**src/rtl/uart_rx_fifo.sv**
```systemverilog
// Receive-side byte FIFO between the UART receiver and the bus read logic.
// First-word-fall-through head, sticky overrun/frame-error status, level interrupt.
module uart_rx_fifo #(
    parameter int DEPTH = 16,
    parameter int AW    = 4
) (
    input  logic          clk,
    input  logic          rst_n,
    input  logic          wr_en,
    input  logic [7:0]    wr_data,
    input  logic          frame_err_in,
    output logic          full,
    input  logic          rd_en,
    output logic [7:0]    rd_data,
    output logic          empty,
    output logic [AW:0]   level,
    input  logic [AW:0]   thresh,
    input  logic          clr_status,
    output logic          overrun,
    output logic          frame_err,
    output logic          irq
);

    localparam logic [AW:0]   DEPTH_L = DEPTH[AW:0];
    localparam logic [AW:0]   LVL_ONE = {{AW{1'b0}}, 1'b1};
    localparam logic [AW-1:0] PTR_ONE = {{(AW-1){1'b0}}, 1'b1};

    logic [7:0]    mem_q [DEPTH];
    logic [AW-1:0] wr_ptr_q, wr_ptr_d;
    logic [AW-1:0] rd_ptr_q, rd_ptr_d;
    logic [AW:0]   level_q, level_d;
    logic          overrun_q, overrun_d;
    logic          frame_err_q, frame_err_d;
    logic          push_s, pop_s;

    // full/empty come from the level counter so pointer equality is never ambiguous
    assign full    = (level_q == DEPTH_L);
    assign empty   = (level_q == {(AW+1){1'b0}});
    assign push_s  = wr_en && !full;
    assign pop_s   = rd_en && !empty;

    assign level     = level_q;
    assign overrun   = overrun_q;
    assign frame_err = frame_err_q;
    assign rd_data   = empty ? 8'h00 : mem_q[rd_ptr_q];
    assign irq       = ((thresh != {(AW+1){1'b0}}) && (level_q >= thresh))
                       || overrun_q || frame_err_q;

    // Storage array; contents deliberately survive reset
    always_ff @(posedge clk) begin
        if (push_s) begin
            mem_q[wr_ptr_q] <= wr_data;
        end
    end

    // Next-state for pointers, level and sticky status (a set event beats clear)
    always_comb begin
        wr_ptr_d    = wr_ptr_q;
        rd_ptr_d    = rd_ptr_q;
        level_d     = level_q;
        overrun_d   = overrun_q;
        frame_err_d = frame_err_q;

        if (push_s) begin
            wr_ptr_d = wr_ptr_q + PTR_ONE;
        end else begin
            wr_ptr_d = wr_ptr_q;
        end

        if (pop_s) begin
            rd_ptr_d = rd_ptr_q + PTR_ONE;
        end else begin
            rd_ptr_d = rd_ptr_q;
        end

        case ({push_s, pop_s})
            2'b10:   level_d = level_q + LVL_ONE;
            2'b01:   level_d = level_q - LVL_ONE;
            default: level_d = level_q;
        endcase

        if (wr_en && full) begin
            overrun_d = 1'b1;
        end else if (clr_status) begin
            overrun_d = 1'b0;
        end else begin
            overrun_d = overrun_q;
        end

        if (frame_err_in) begin
            frame_err_d = 1'b1;
        end else if (clr_status) begin
            frame_err_d = 1'b0;
        end else begin
            frame_err_d = frame_err_q;
        end
    end

    // State registers
    always_ff @(posedge clk or negedge rst_n) begin
        if (!rst_n) begin
            wr_ptr_q    <= {AW{1'b0}};
            rd_ptr_q    <= {AW{1'b0}};
            level_q     <= {(AW+1){1'b0}};
            overrun_q   <= 1'b0;
            frame_err_q <= 1'b0;
        end else begin
            wr_ptr_q    <= wr_ptr_d;
            rd_ptr_q    <= rd_ptr_d;
            level_q     <= level_d;
            overrun_q   <= overrun_d;
            frame_err_q <= frame_err_d;
        end
    end

endmodule

```
**config.mk**
```make
export PLATFORM = sky130hd
export DESIGN_NAME = uart_rx_fifo
export DESIGN_NICKNAME = d
export VERILOG_FILES = /design/src/rtl/uart_rx_fifo.sv
export SDC_FILE = /design/constraint.sdc
export NUM_CORES = 1
export LEC_CHECK = 0
export CELL_PAD_IN_SITES_DETAIL_PLACEMENT = 0
export CELL_PAD_IN_SITES_GLOBAL_PLACEMENT = 1
export CORE_UTILIZATION = 31
export CTS_CLUSTER_SIZE = 16
export DETAILED_ROUTE_END_ITERATION = 6
export GPL_TIMING_DRIVEN = 0
export PLACE_DENSITY = 0.61
export SLEW_MARGIN = 10
export SYNTH_ARGS = -nofsm -noshare
export SYNTH_HDL_FRONTEND = slang
export SYNTH_SLANG_ARGS = --single-unit
```
**constraint.sdc**
```tcl
create_clock -name clk -period 2.95 [get_ports clk]
set_input_delay 0.59 -clock clk [delete_from_list [all_inputs] [get_ports clk]]
set_output_delay 0.59 -clock clk [all_outputs]
set_load 0.02 [all_outputs]
```
Word-level counts from Yosys, hierarchy flattened
Memories as Yosys holds them, arrays and structs flattened.
Cells that the tools add are included.
{"block": "op_classes", "addsub": 4, "order_cmp": 1, "eq_ne": 3, "n_mux": 7, "n_reduce_logical": 13}
{"operator": "$pmux W5 S2", "n": 1}
{"operator": "$add A4 B1 Y4 const B", "n": 2}
{"operator": "$mux W8", "n": 1}
{"operator": "$reduce_bool A2 Y1", "n": 3}
{"operator": "$add A5 B1 Y5 const B", "n": 1}
{"operator": "$eq A5 B5 Y1 const B", "n": 1}
{"operator": "$ge A5 B5 Y1", "n": 1}
{"operator": "$logic_not A5 Y1", "n": 1}
{"operator": "$mux W1", "n": 5}
{"operator": "$reduce_bool A5 Y1", "n": 1}
{"operator": "$sub A5 B1 Y5 const B", "n": 1}
{"operator": "$logic_and A1 B1 Y1", "n": 4}
{"operator": "$eq A2 B1 Y1 const B", "n": 1}
{"operator": "$eq A2 B2 Y1 const B", "n": 1}
{"operator": "$logic_not A1 Y1", "n": 2}
{"operator": "$logic_or A1 B1 Y1", "n": 2}
{"block": "word_totals", "regBits": 15, "ramBits": 128, "in_bits": 19, "out_inout_bits": 18, "elab_cells": 34, "mem_count": 1}
{"memory": "mem_q", "words": 16, "word_bits": 8, "read_ports": 1, "rd_clocked_by_memory_dff": 0, "write_ports": 1, "line_no": "28", "rtl": "logic [7:0] mem_q [DEPTH];"}

Depth between registers and ports, before layout
Gate-level depths: netlist of the first run.
{"block": "logic_depth", "depth_word": 5, "mapped_depth": 12, "depth_no_buf": 10}

Worst setup path before layout of the first run
Ideal clock, no wire load.
{"block": "synth_timing", "path_kind": "register -> register", "from": "register level_q[1], in the netlist level[1]", "to": "register level_q[4], in the netlist level[4]", "setup_ns": 0.134, "t_arrival_ns": 2.650, "t_required_ns": 2.816, "path_slack_ns": 0.166, "stages_incl_launch_ff": 13, "cell_sequence": "dfrtp_1 clkbuf_1 nor4_1 a21boi_1 inv_1 ha_1 clkbuf_1 xor2_1 ha_1 o211a_1 o21bai_1 a21oi_1 xor2_1"}
{"block": "synth_via", "elab_chain_cells": 5, "elab_cells_between_ends": 12, "cone_classes": "add/sub: 2; eq/ne: 3; mux: 1; reduce/logical: 6"}
{"item": "start, declared", "line_no": "31", "rtl": "logic [AW:0] level_q, level_d;"}
{"item": "start signal, assigned", "line_no": "104", "rtl": "level_q <= {(AW+1){1'b0}};"}
{"item": "start signal, assigned", "line_no": "110", "rtl": "level_q <= level_d;"}
{"item": "$eq A5 B5 Y1 or $logic_not A5 Y1 (tied branches)", "line_no": "37, 38"}
{"item": "$logic_not A1 Y1, on equally long branches", "line_no": "39, 40"}
{"item": "$logic_and A1 B1 Y1, on equally long branches", "line_no": "39, 40"}
{"item": "$eq A2 B1 Y1 or $eq A2 B2 Y1 (tied branches)", "line_no": "76", "rtl": "case ({push_s, pop_s})"}
{"item": "$pmux W5 S2 or $reduce_bool A2 Y1 (tied branches)"}
Several ways; a longest one is shown, not always the timed one.
A chain may end at the register's enable or synchronous reset.

Final worst setup path of the first run
{"block": "layout_timing", "from": "register rd_ptr_q[0]", "to": "output port rd_data[5]"}
{"block": "layout_via", "elab_chain_cells": 2}
{"item": "start, declared", "line_no": "30", "rtl": "logic [AW-1:0] rd_ptr_q, rd_ptr_d;"}
{"item": "start signal, assigned", "line_no": "103", "rtl": "rd_ptr_q <= {AW{1'b0}};"}
{"item": "start signal, assigned", "line_no": "109", "rtl": "rd_ptr_q <= rd_ptr_d;"}
{"item": "$mem_v2 Z16 W8"}
{"item": "$mux W8", "line_no": "45", "rtl": "assign rd_data = empty ? 8'h00 : mem_q[rd_ptr_q];"}
{"item": "end, declared", "line_no": "14", "rtl": "output logic [7:0] rd_data,"}
No other way between the ends.

==> impl_metrics.py, run 1 <==
metrics = {
    "setup_path": {
        "crit_slowest_cell": "mux4_2",
        "cp.buffers_inverters": 4,
        "cp_max_fo": 8,
        "end_kind": "output port",
        "crit_arrival_ns": 2.46,
        "cp_top_family": "multiplexers",
        "max_stage_delay_ns": 0.49,
        "worstSetupStartpoint": "rd_ptr_q[0]",
        "worst-setup-path-type": "register to output port",
        "cp_common_cell": "buf_12",
        "cp_data_required_time_ns": 2.36,
        "critPathLaunchType": "register",
        "path_cells": "buf_12, buf_12, buf_12, mux4_2, mux4_2, and2_4, buf_6",
        "reg2reg_from": "level[2]",
    },
    "pwr": {
        "power_leakage_uw": 0.002618,
        "ir_worst_vdd_v": 0.0003725,
        "p_sw_frac": 0.3056,
        "p_per_area_nw_per_um2": 1029,
        "netSwitchingPower_uw": 2368,
        "clkPwrFrac": 0.265,
        "seq_power_share": 0.338,
        "p_int_uw": 5382,
        "p_comb_frac": 0.397,
    },
    "placement": {
        "port-buffer-count": 36,
        "preCtsSetupSlack_ns": -0.4294,
        "dp_hpwl_um": 8026,
        "globalplace.congestion": 0.7021,
    },
    "clock_tree": {
        "hold_buffers": 0,
        "cts.sink_count": 143,
        "clkTransAtPathRegs_ns": 0.06,
        "insertion_delay_ns": 0.42,
        "cts_tree": "done",
        "cts_buffers": 17,
        "clock_path_buffers": 2,
        "htreeDepth": 4,
        "cts-root-buf": "clkbuf_16",
    },
    "drt": {
        "vias": 3029,
        "wl_per_cell_um": 19.64,
        "routed_wl_um": 12750,
        "dr.first_iter.drc_count": 289,
        "ant_nets": 0,
        "via_per_inst": 4.667,
        "drc": 0,
        "drt_first_pass_iters": 4,
    },
    "floorplan": {
        "design.die.area_sq_um": 20080,
        "initial_utilization": 0.3202,
        "core_sq_um": 18890,
        "die_x_um": 141.7,
        "rows": 50,
        "pin_count": 37,
        "die_y_um": 141.7,
    },
    "finish": {
        "fin_nets": 409,
        "drive_gt1_frac": 0.2956,
        "syn2layout_area_growth_pct": 24.49,
        "utilization": 0.3986,
        "diodes": 0,
    },
    "logic_synthesis": {
        "seq_area_frac_synth": 0.6974,
        "yosys_warnings": 0,
        "synth.area.top_cells": "edfxtp_1 (64%), mux4_1 (9.1%), mux4_2 (7.1%)",
        "syn_area_sq_um": 6050,
        "yosysTopAreaCellShare": 0.6354,
        "synth-seq-cells": 143,
        "ys_types": 38,
        "synth_area_leader_cell": "edfxtp_1",
        "syn-mean-instance-area_sq_um": 19.64,
        "syn-num-nets": 341,
        "synthCells": 308,
    },
    "sta": {
        "fin_ws_ns": -0.1016,
        "finalClockSkew_ns": 0.008087,
        "setup_tns_ns": -0.7522,
        "setup_viol_count_final": 8,
        "maxSlewViolCount": 0,
        "worstMarginPinSlew_ns": 0.9273,
        "fin_crit_sh": 1.034,
        "rsz0062_at_grt": "true",
        "hold_viol": 0,
        "finalCriticalPeriod_ns": 3.052,
        "fmax_ghz": 0.3277,
        "slew_headroom": 0.3795,
    },
    "hold_path": {
        "hold_path.class": "register to register",
        "hp-start": "level[4]",
    },
    "global_routing": {
        "grt_pass1_wl_um": 19690,
        "grt_overflow_total": 0,
        "grt_max_degree": 17,
        "grt_pass1_vias": 3165,
        "grt_antenna_before_repair": 0,
        "grt_use_total": 0.1394,
    },
    "flow_run": {
        "cap_viol_max_count": 0,
    },
    "run_status": {
        "status": "finished with violations",
        "violations": "negative setup slack",
    },
}
==> kinds of logic (layout without fill, tap and decap cells) <==
| group | after synthesis | in the layout | share of synthesized area |
|---|---|---|---|
| AOI/OAI and AO/OA | 17 | 17 | 0.01841 |
| xor gates and xnor gates | 11 | 11 | 0.01593 |
| adders and majority gates | 14 | 14 | 0.02896 |
| buffers and inverters | 27 | 108 | 0.02668 |
| DFF | 143 | 143 | 0.6974 |
| muxes | 42 | 42 | 0.1657 |
| and+or+nand+nor | 54 | 54 | 0.04695 |
==> cells in the final DEF (no fill, tap or decap), types with 3 or more instances in the layout <==
| cell | count |
|---|---|
| clkbuf_16 | 17 |
| o21ai_0 | 4 |
| mux4_1 | 7 |
| buf_12 | 7 |
| clkdlybuf4s50_1 | 26 |
| clkinv_4 | 3 |
| dfrtp_1 | 15 |
| mux4_2 | 33 |
| clkinv_2 | 3 |
| buf_4 | 9 |
| ha_1 | 14 |
| nor2_1 | 13 |
| nand2b_1 | 4 |
| nor4_1 | 3 |
| edfxtp_1 | 128 |
| inv_1 | 11 |
| xor2_1 | 5 |
| buf_2 | 3 |
| nand2_1 | 8 |
| xnor2_1 | 6 |
| and2_4 | 8 |
| nor3_2 | 4 |
| buf_6 | 11 |
| a21oi_1 | 4 |
==> final timing paths <==
kind	endpoint	slack [ns]	depth (start not counted)
setup / recovery	rd_data[5]	-0.10	7
hold / removal	level[4]	0.58	1
setup reg to reg	level[4]	0.21	11
hold reg to reg	level[4]	0.58	1
max in group asynchronous	rd_ptr_q[3]	1.90	1
min in group asynchronous	level[0]	0.59	1
==> stage by stage <==
step                hold slack (ns)  area, sq um  total power, uW  cells
floorplan                    0.2944         6050             4340    308
global placement             0.5633         6735             5196    604
detailed placement           0.5651         6785             5260    608
CTS                          0.5878         7542             7838    651
global route                 0.6331         7531             8113    649
finish                       0.5805         7531             7750    649
==> power groups by stage <==
stage	logic, uW	clock network, uW	registers (uW)
after global placement	2560	0	2640
after detailed placement	2610	0	2650
after floorplan	1680	0	2660
final	3070	2060	2620
after global routing	3300	2160	2650
after CTS	3130	2090	2620
==> what timing repair did <==
item                       CTS  global route
gates cloned                 3             0
setup buffers                8             1
gates resized for setup     85             9
pin swaps                    6             2
setup endpoints to repair   23            11
==> cell usage after synthesis, drive strengths merged <==
| library cell | n |
|---|---|
| mux2 | 2 |
| o211ai | 1 |
| o21ai | 4 |
| inv | 11 |
| edfxtp | 128 |
| a21o | 2 |
| a211oi | 1 |
| a21boi | 1 |
| nor2 | 13 |
| and2 | 11 |
| nand3 | 2 |
| mux4 | 40 |
| nor3 | 5 |
| buf | 12 |
| nand2 | 8 |
| a22o | 1 |
| dfrtp | 15 |
| ha | 14 |
| clkbuf | 4 |
| and3b | 1 |
| a21oi | 4 |
| nand2b | 4 |
| nand3b | 1 |
| xnor2 | 6 |
| xor2 | 5 |
| and3 | 2 |
| nand4 | 1 |
| nand4b | 1 |
| o31ai | 1 |
| nor3b | 1 |
| nor4 | 4 |
| o21bai | 1 |
| o211a | 1 |
==> cell type report <==
class	instances	area, sq um
clock inverter	13	137.6
timing repair buffer	50	546.8
inverter	11	41.29
clock buffer	19	432.9
tap	260	325.3
sequential	143	4219
fill	1735	11360
multi-input combinational	138	1682
buffer	15	146.4
==> state kept, by name, summed over array words and instances (netlist names) <==
signal / cells
overrun: 1
mem_q: 128
frame_err: 1
rd_ptr_q: 4
wr_ptr_q: 4
level: 5
==> per-layer routing <==
layer	vias to the layer above	share of wire	GRT usage
met5	-	0	0
met4	0	0.016	0.05772
met3	16	0.057	0.03139
met2	91	0.48	0.2227
met1	1547	0.45	0.1837
li1	1375	-	-
Power figures use the tool's default switching activity.
==> inputs of run 2 (changes only) <==
--- a/config.mk
+++ b/config.mk
@@ -12,6 +12,7 @@
 export DETAILED_ROUTE_END_ITERATION = 6
 export GPL_TIMING_DRIVEN = 0
 export PLACE_DENSITY = 0.61
+export SETUP_SLACK_MARGIN = 0.3
 export SLEW_MARGIN = 10
 export SYNTH_ARGS = -nofsm -noshare
 export SYNTH_HDL_FRONTEND = slang
==> run 2 against run 1 <==
The flow still finishes with violations (negative setup slack). Global-route usage down 0.11 points. Critical path depth did not move. Combinational power rose by 6.5%. Count of clock-buffer cells in the layout down 1. Critical path type unchanged. Critical endpoint is now rd_data[0].
==> impl_metrics.py, run 2 (synthesized netlist as in run 1, its figures left out) <==
metrics = {
    "hold_path": {
        "hold_path.class": "input port to asynchronous set/reset pin",
    },
    "floorplan": {
        "pin_count": 37,
        "initial_utilization": 0.3202,
        "die_y_um": 141.7,
        "rows": 50,
        "die_x_um": 141.7,
        "design.die.area_sq_um": 20080,
        "core_sq_um": 18890,
    },
    "pwr": {
        "p_comb_frac": 0.409,
        "ir_worst_vdd_v": 0.0003805,
        "power_leakage_uw": 0.002761,
        "p_sw_frac": 0.2952,
        "clkPwrFrac": 0.263,
        "netSwitchingPower_uw": 2361,
        "p_int_uw": 5638,
        "p_per_area_nw_per_um2": 1029,
        "seq_power_share": 0.328,
    },
    "setup_path": {
        "reg2reg_slack_ns": 0.45,
        "cp_data_required_time_ns": 2.36,
        "worst-setup-path-type": "register to output port",
        "end_kind": "output port",
        "cp_max_fo": 8,
        "r2r_cells": 12,
        "critPathLaunchType": "register",
        "crit_arrival_ns": 2.50,
        "reg2reg_from": "level[2]",
        "r2r_end": "level[4]",
    },
    "global_routing": {
        "grt_use_total": 0.1383,
        "grt_max_degree": 17,
        "grt_antenna_before_repair": 0,
        "grt_pass1_vias": 3214,
        "grt_overflow_total": 0,
        "grt_pass1_wl_um": 19540,
    },
    "flow_run": {
        "cap_viol_max_count": 0,
    },
    "finish": {
        "fillerInstances": 1704,
        "fin_nets": 423,
        "drive_gt1_frac": 0.3424,
        "syn2layout_area_growth_pct": 28.44,
        "diodes": 0,
        "largest-register": "mem_q",
        "final_common_cell": "edfxtp_1",
        "seq_area_sq_um": 4222,
        "multiInputGateArea_sq_um": 1732,
        "layout_common_cells": "edfxtp_1 (128), mux4_2 (32), clkdlybuf4s50_1 (22), buf_4 (20), clkbuf_16 (17)",
        "largest_reg_flops": 128,
    },
    "drt": {
        "drt_first_pass_iters": 4,
        "vias": 3102,
        "routed_wl_um": 12790,
        "dr.first_iter.drc_count": 228,
        "drc": 0,
        "wl_per_cell_um": 19.29,
        "via_per_inst": 4.679,
        "ant_nets": 0,
    },
    "clock_tree": {
        "cts_buffers": 17,
        "hold_buffers": 0,
        "cts_tree": "done",
        "cts-root-buf": "clkbuf_16",
        "htreeDepth": 4,
        "clkTransAtPathRegs_ns": 0.06,
        "cts.sink_count": 143,
        "clock_path_buffers": 2,
        "insertion_delay_ns": 0.42,
    },
    "run_status": {
        "violations": "negative setup slack",
        "status": "finished with violations",
    },
    "sta": {
        "worstMarginPinSlew_ns": 1.001,
        "setup_tns_ns": -0.9102,
        "finalClockSkew_ns": 0.007589,
        "fin_ws_ns": -0.1392,
        "hold_viol": 0,
        "fin_crit_sh": 1.047,
        "setup_viol_count_final": 8,
        "maxSlewViolCount": 0,
        "slew_headroom": 0.3300,
        "rsz0062_at_grt": "true",
        "finalCriticalPeriod_ns": 3.089,
        "fmax_ghz": 0.3237,
    },
    "placement": {
        "globalplace.congestion": 0.7193,
        "port-buffer-count": 36,
        "preCtsSetupSlack_ns": -0.1701,
        "dp_hpwl_um": 8203,
    },
}
## run 2: cell types whose count changed in the layout (fill, tap and decap cells not counted), sizes merged
cell,before,now
clkdlybuf4s15,1,0
dlymetal6s2s,0,2
clkinv,7,10
bufinv,2,3
dlygate4sd2,1,2
buf,34,51
clkdlybuf4s50,26,22
clkbuf,22,20
clkinvlp,2,1
inv,13,11
## run 2: how the worst max path moves through the flow
stage | from | endpoint | slack (ns) | depth (start not counted)
after global routing | rd_ptr_q[0] | rd_data[0] | -0.21 | 7
final | rd_ptr_q[0] | rd_data[0] | -0.14 | 7
after floorplan | level[1] | level[4] | 0.32 | 12
after CTS | rd_ptr_q[0] | rd_data[5] | -0.15 | 7
after detailed placement | wr_en | level[4] | -0.17 | 11
after global placement | wr_en | mem_q[0][6] | -0.56 | 4
## run 2: stage by stage
stage | hold slack [ns] | instance area, sq um | power, uW | instances | util
floorplan | 0.2944 | 6070 | 4364 | 308 | -
global placement | 0.5601 | 6755 | 5197 | 604 | 0.3576
detailed placement | 0.5867 | 6813 | 5257 | 608 | 0.3606
CTS | 0.6018 | 7679 | 8015 | 658 | 0.4064
global route | 0.6490 | 7770 | 8369 | 663 | 0.4113
finish | 0.6051 | 7770 | 7999 | 663 | 0.4113
## run 2: final cells by class
cell class,instances,area share
multi-input combinational,138,0.2229
tap,260,0.04187
timing repair buffer,63,0.09082
clock buffer,18,0.05523
inverter,11,0.005314
buffer,16,0.02142
clock inverter,14,0.01916
sequential,143,0.5433
## run 2: what timing repair did
item                                    4_1_cts  5_1_grt
gates cloned                                  3        0
endpoints found under the setup margin       15       12
pin swaps                                    10       11
resized for setup                           101       15
setup buffers                                15        5
## run 2: worst max-delay path, cell delays in order (launching register included)
cell and delay, ns:
dfrtp_1 0.37, buf_8 0.17, buf_6 0.11, buf_12 0.11, mux4_2 0.55, mux4_2 0.49, and2_4 0.15, buf_6 0.12
## run 2: power by group through the flow
| stage | clock network, uW | registers, uW | logic [uW] |
|---|---|---|---|
| CTS | 2140 | 2630 | 3250 |
| finish | 2100 | 2620 | 3270 |
| floorplan | 0 | 2670 | 1700 |
| detailed placement | 0 | 2660 | 2600 |
| global route | 2220 | 2650 | 3510 |
| global placement | 0 | 2650 | 2550 |
## run 2: routing by layer
layer / routed length [um] / vias to the layer above / GRT usage / share of wire
met5: 0 / - / 0 / 0
met4: 340 / 0 / 0.06621 / 0.027
met3: 455 / 22 / 0.03341 / 0.036
met2: 6097 / 62 / 0.2167 / 0.48
met1: 5892 / 1616 / 0.1809 / 0.46
li1: - / 1402 / - / -
==> inputs of run 3 (changes only) <==
==> constraint.sdc (replaced) <==
create_clock -name clk -period 2.95 [get_ports clk]
set_input_delay 0.59 -clock clk [delete_from_list [all_inputs] [get_ports clk]]
set_output_delay 0.59 -clock clk [all_outputs]
set_load 0.01 [all_outputs]
==> run 3 against run 2 <==
Sequential share of layout area increased by 0.45 points. Routed wire length is 1.9% lower. Largest power group unchanged. The run still ends with negative setup slack left. Critical path type unchanged. Register-to-register slack about the same.
==> impl_metrics.py, run 3 (synthesized netlist as in run 1, its figures left out) <==
metrics = {
    "finish": {
        "syn2layout_area_growth_pct": 27.38,
        "fin_nets": 430,
        "layout_common_cells": "edfxtp_1 (128), mux4_2 (39), buf_4 (27), clkdlybuf4s50_1 (23)",
        "final_common_cell": "edfxtp_1",
        "utilization": 0.4079,
        "largest_reg_flops": 128,
        "largest-register": "mem_q",
        "diodes": 0,
        "drive_gt1_frac": 0.3634,
    },
    "floorplan": {
        "rows": 50,
        "pin_count": 37,
        "core_sq_um": 18890,
        "die_x_um": 141.7,
        "design.die.area_sq_um": 20080,
        "initial_utilization": 0.3202,
        "die_y_um": 141.7,
    },
    "sta": {
        "worstMarginPinSlew_ns": 0.9356,
        "finalCriticalPeriod_ns": 3.070,
        "hold_viol": 0,
        "setup_tns_ns": -0.6643,
        "fin_ws_ns": -0.1205,
        "fin_crit_sh": 1.041,
        "setup_viol_count_final": 8,
        "finalClockSkew_ns": 0.008078,
        "maxSlewViolCount": 0,
        "slew_headroom": 0.3740,
        "fmax_ghz": 0.3257,
        "rsz0062_at_grt": "true",
    },
    "pwr": {
        "power_leakage_uw": 0.002698,
        "p_sw_frac": 0.2917,
        "netSwitchingPower_uw": 2262,
        "p_comb_frac": 0.397,
        "clkPwrFrac": 0.266,
        "ir_worst_vdd_v": 0.0003981,
        "seq_power_share": 0.337,
        "p_per_area_nw_per_um2": 1006,
        "total_power_uw": 7753,
        "p_int_uw": 5491,
    },
    "setup_path": {
        "end_kind": "output port",
        "cp_top_family": "multiplexers",
        "crit_slowest_cell": "mux4_2",
        "max_stage_delay_ns": 0.52,
        "worst-setup-path-type": "register to output port",
        "cp_max_fo": 8,
        "cp.buffers_inverters": 4,
        "path_cells": "buf_6, buf_12, buf_4, mux4_2, mux4_2, and2_4, buf_6",
        "crit_arrival_ns": 2.48,
        "cp_data_required_time_ns": 2.36,
        "critPathLaunchType": "register",
    },
    "drt": {
        "wl_per_cell_um": 18.71,
        "ant_nets": 0,
        "routed_wl_um": 12540,
        "dr.first_iter.drc_count": 243,
        "drc": 0,
        "drt_first_pass_iters": 4,
        "vias": 3091,
        "via_per_inst": 4.613,
    },
    "global_routing": {
        "grt_max_degree": 17,
        "grt_overflow_total": 0,
        "grt_pass1_wl_um": 19460,
        "grt_busiest_layer": "met2",
        "grt_pass1_vias": 3195,
        "grt_antenna_before_repair": 0,
        "met2_usage": 0.2121,
        "use_met3": 0.02835,
        "grtUsageMet1": 0.1868,
        "grt_use_total": 0.1365,
    },
    "clock_tree": {
        "hold_buffers": 0,
        "cts_buffers": 17,
        "cts-root-buf": "clkbuf_16",
        "clock_path_buffers": 2,
        "cts_tree": "done",
        "clkTransAtPathRegs_ns": 0.06,
        "insertion_delay_ns": 0.42,
        "cts.sink_count": 143,
        "htreeDepth": 4,
    },
    "hold_path": {
        "hold_path.class": "input port to asynchronous set/reset pin",
    },
    "placement": {
        "port-buffer-count": 36,
        "globalplace.congestion": 0.7162,
        "preCtsSetupSlack_ns": -0.2023,
        "dp_hpwl_um": 8199,
    },
    "run_status": {
        "violations": "negative setup slack",
        "status": "finished with violations",
    },
    "flow_run": {
        "cap_viol_max_count": 0,
    },
}
run 3: power by group through the flow:
stage          Combinational [uW]  Sequential, uW  Clock, uW
2_1_floorplan                1580            2630          0
3_3_place_gp                 2430            2640          0
3_5_place_dp                 2500            2650          0
4_1_cts                      2990            2620       2120
5_1_grt                      3300            2640       2190
6_report                     3080            2620       2060
run 3: repair_timing:
item                       4_1_cts  5_1_grt
setup endpoints to repair       15       12
pin swaps                       10       10
gates resized for setup         98       17
buffers inserted                22        8
run 3: path summary, 6_finish.rpt:
path	startpoint	end	slack, ns	depth (start not counted)
min reg2reg	frame_err	frame_err	0.59	1
max in group asynchronous	rst_n	level[3]	1.88	1
min in group clk	frame_err	frame_err	0.59	1
min	rst_n	level[0]	0.59	1
max	rd_ptr_q[0]	rd_data[3]	-0.12	7
max reg2reg	level[1]	level[4]	0.44	12
run 3: layout make-up:
cell class | instances | area (sq um)
Inverter | 11 | 41.29
Buffer | 16 | 173.9
Multi-Input combinational cell | 138 | 1690
Clock inverter | 12 | 135.1
Clock buffer | 20 | 436.7
Fill cell | 1715 | 11190
Sequential cell | 143 | 4222
Tap cell | 260 | 325.3
Timing Repair Buffer | 70 | 681.9
run 3: worst reg2reg max path, cell delays in order, from the launching register on:
cell	delay, ns
dfrtp_1	0.40
buf_8	0.13
nor4_4	0.30
nand2b_1	0.11
and2_4	0.17
ha_4	0.17
buf_8	0.13
xor2_1	0.15
ha_2	0.20
o211a_1	0.21
o21bai_1	0.18
a21oi_2	0.09
xor2_1	0.14
run 3: metrics by stage:
step / cell area [sq um] / instances / hold slack, ns
after detailed placement: 6803 / 608 / 0.5526
after global placement: 6745 / 604 / 0.5598
after floorplan: 6060 / 308 / 0.2944
final: 7706 / 670 / 0.5860
after global routing: 7706 / 670 / 0.6292
after CTS: 7600 / 662 / 0.5755
run 3: metal layers:
metal | up-vias | routed length, um
met2 | 60 | 5987
met1 | 1611 | 5936
met5 | - | 0
li1 | 1408 | -
met4 | 0 | 171
met3 | 12 | 443
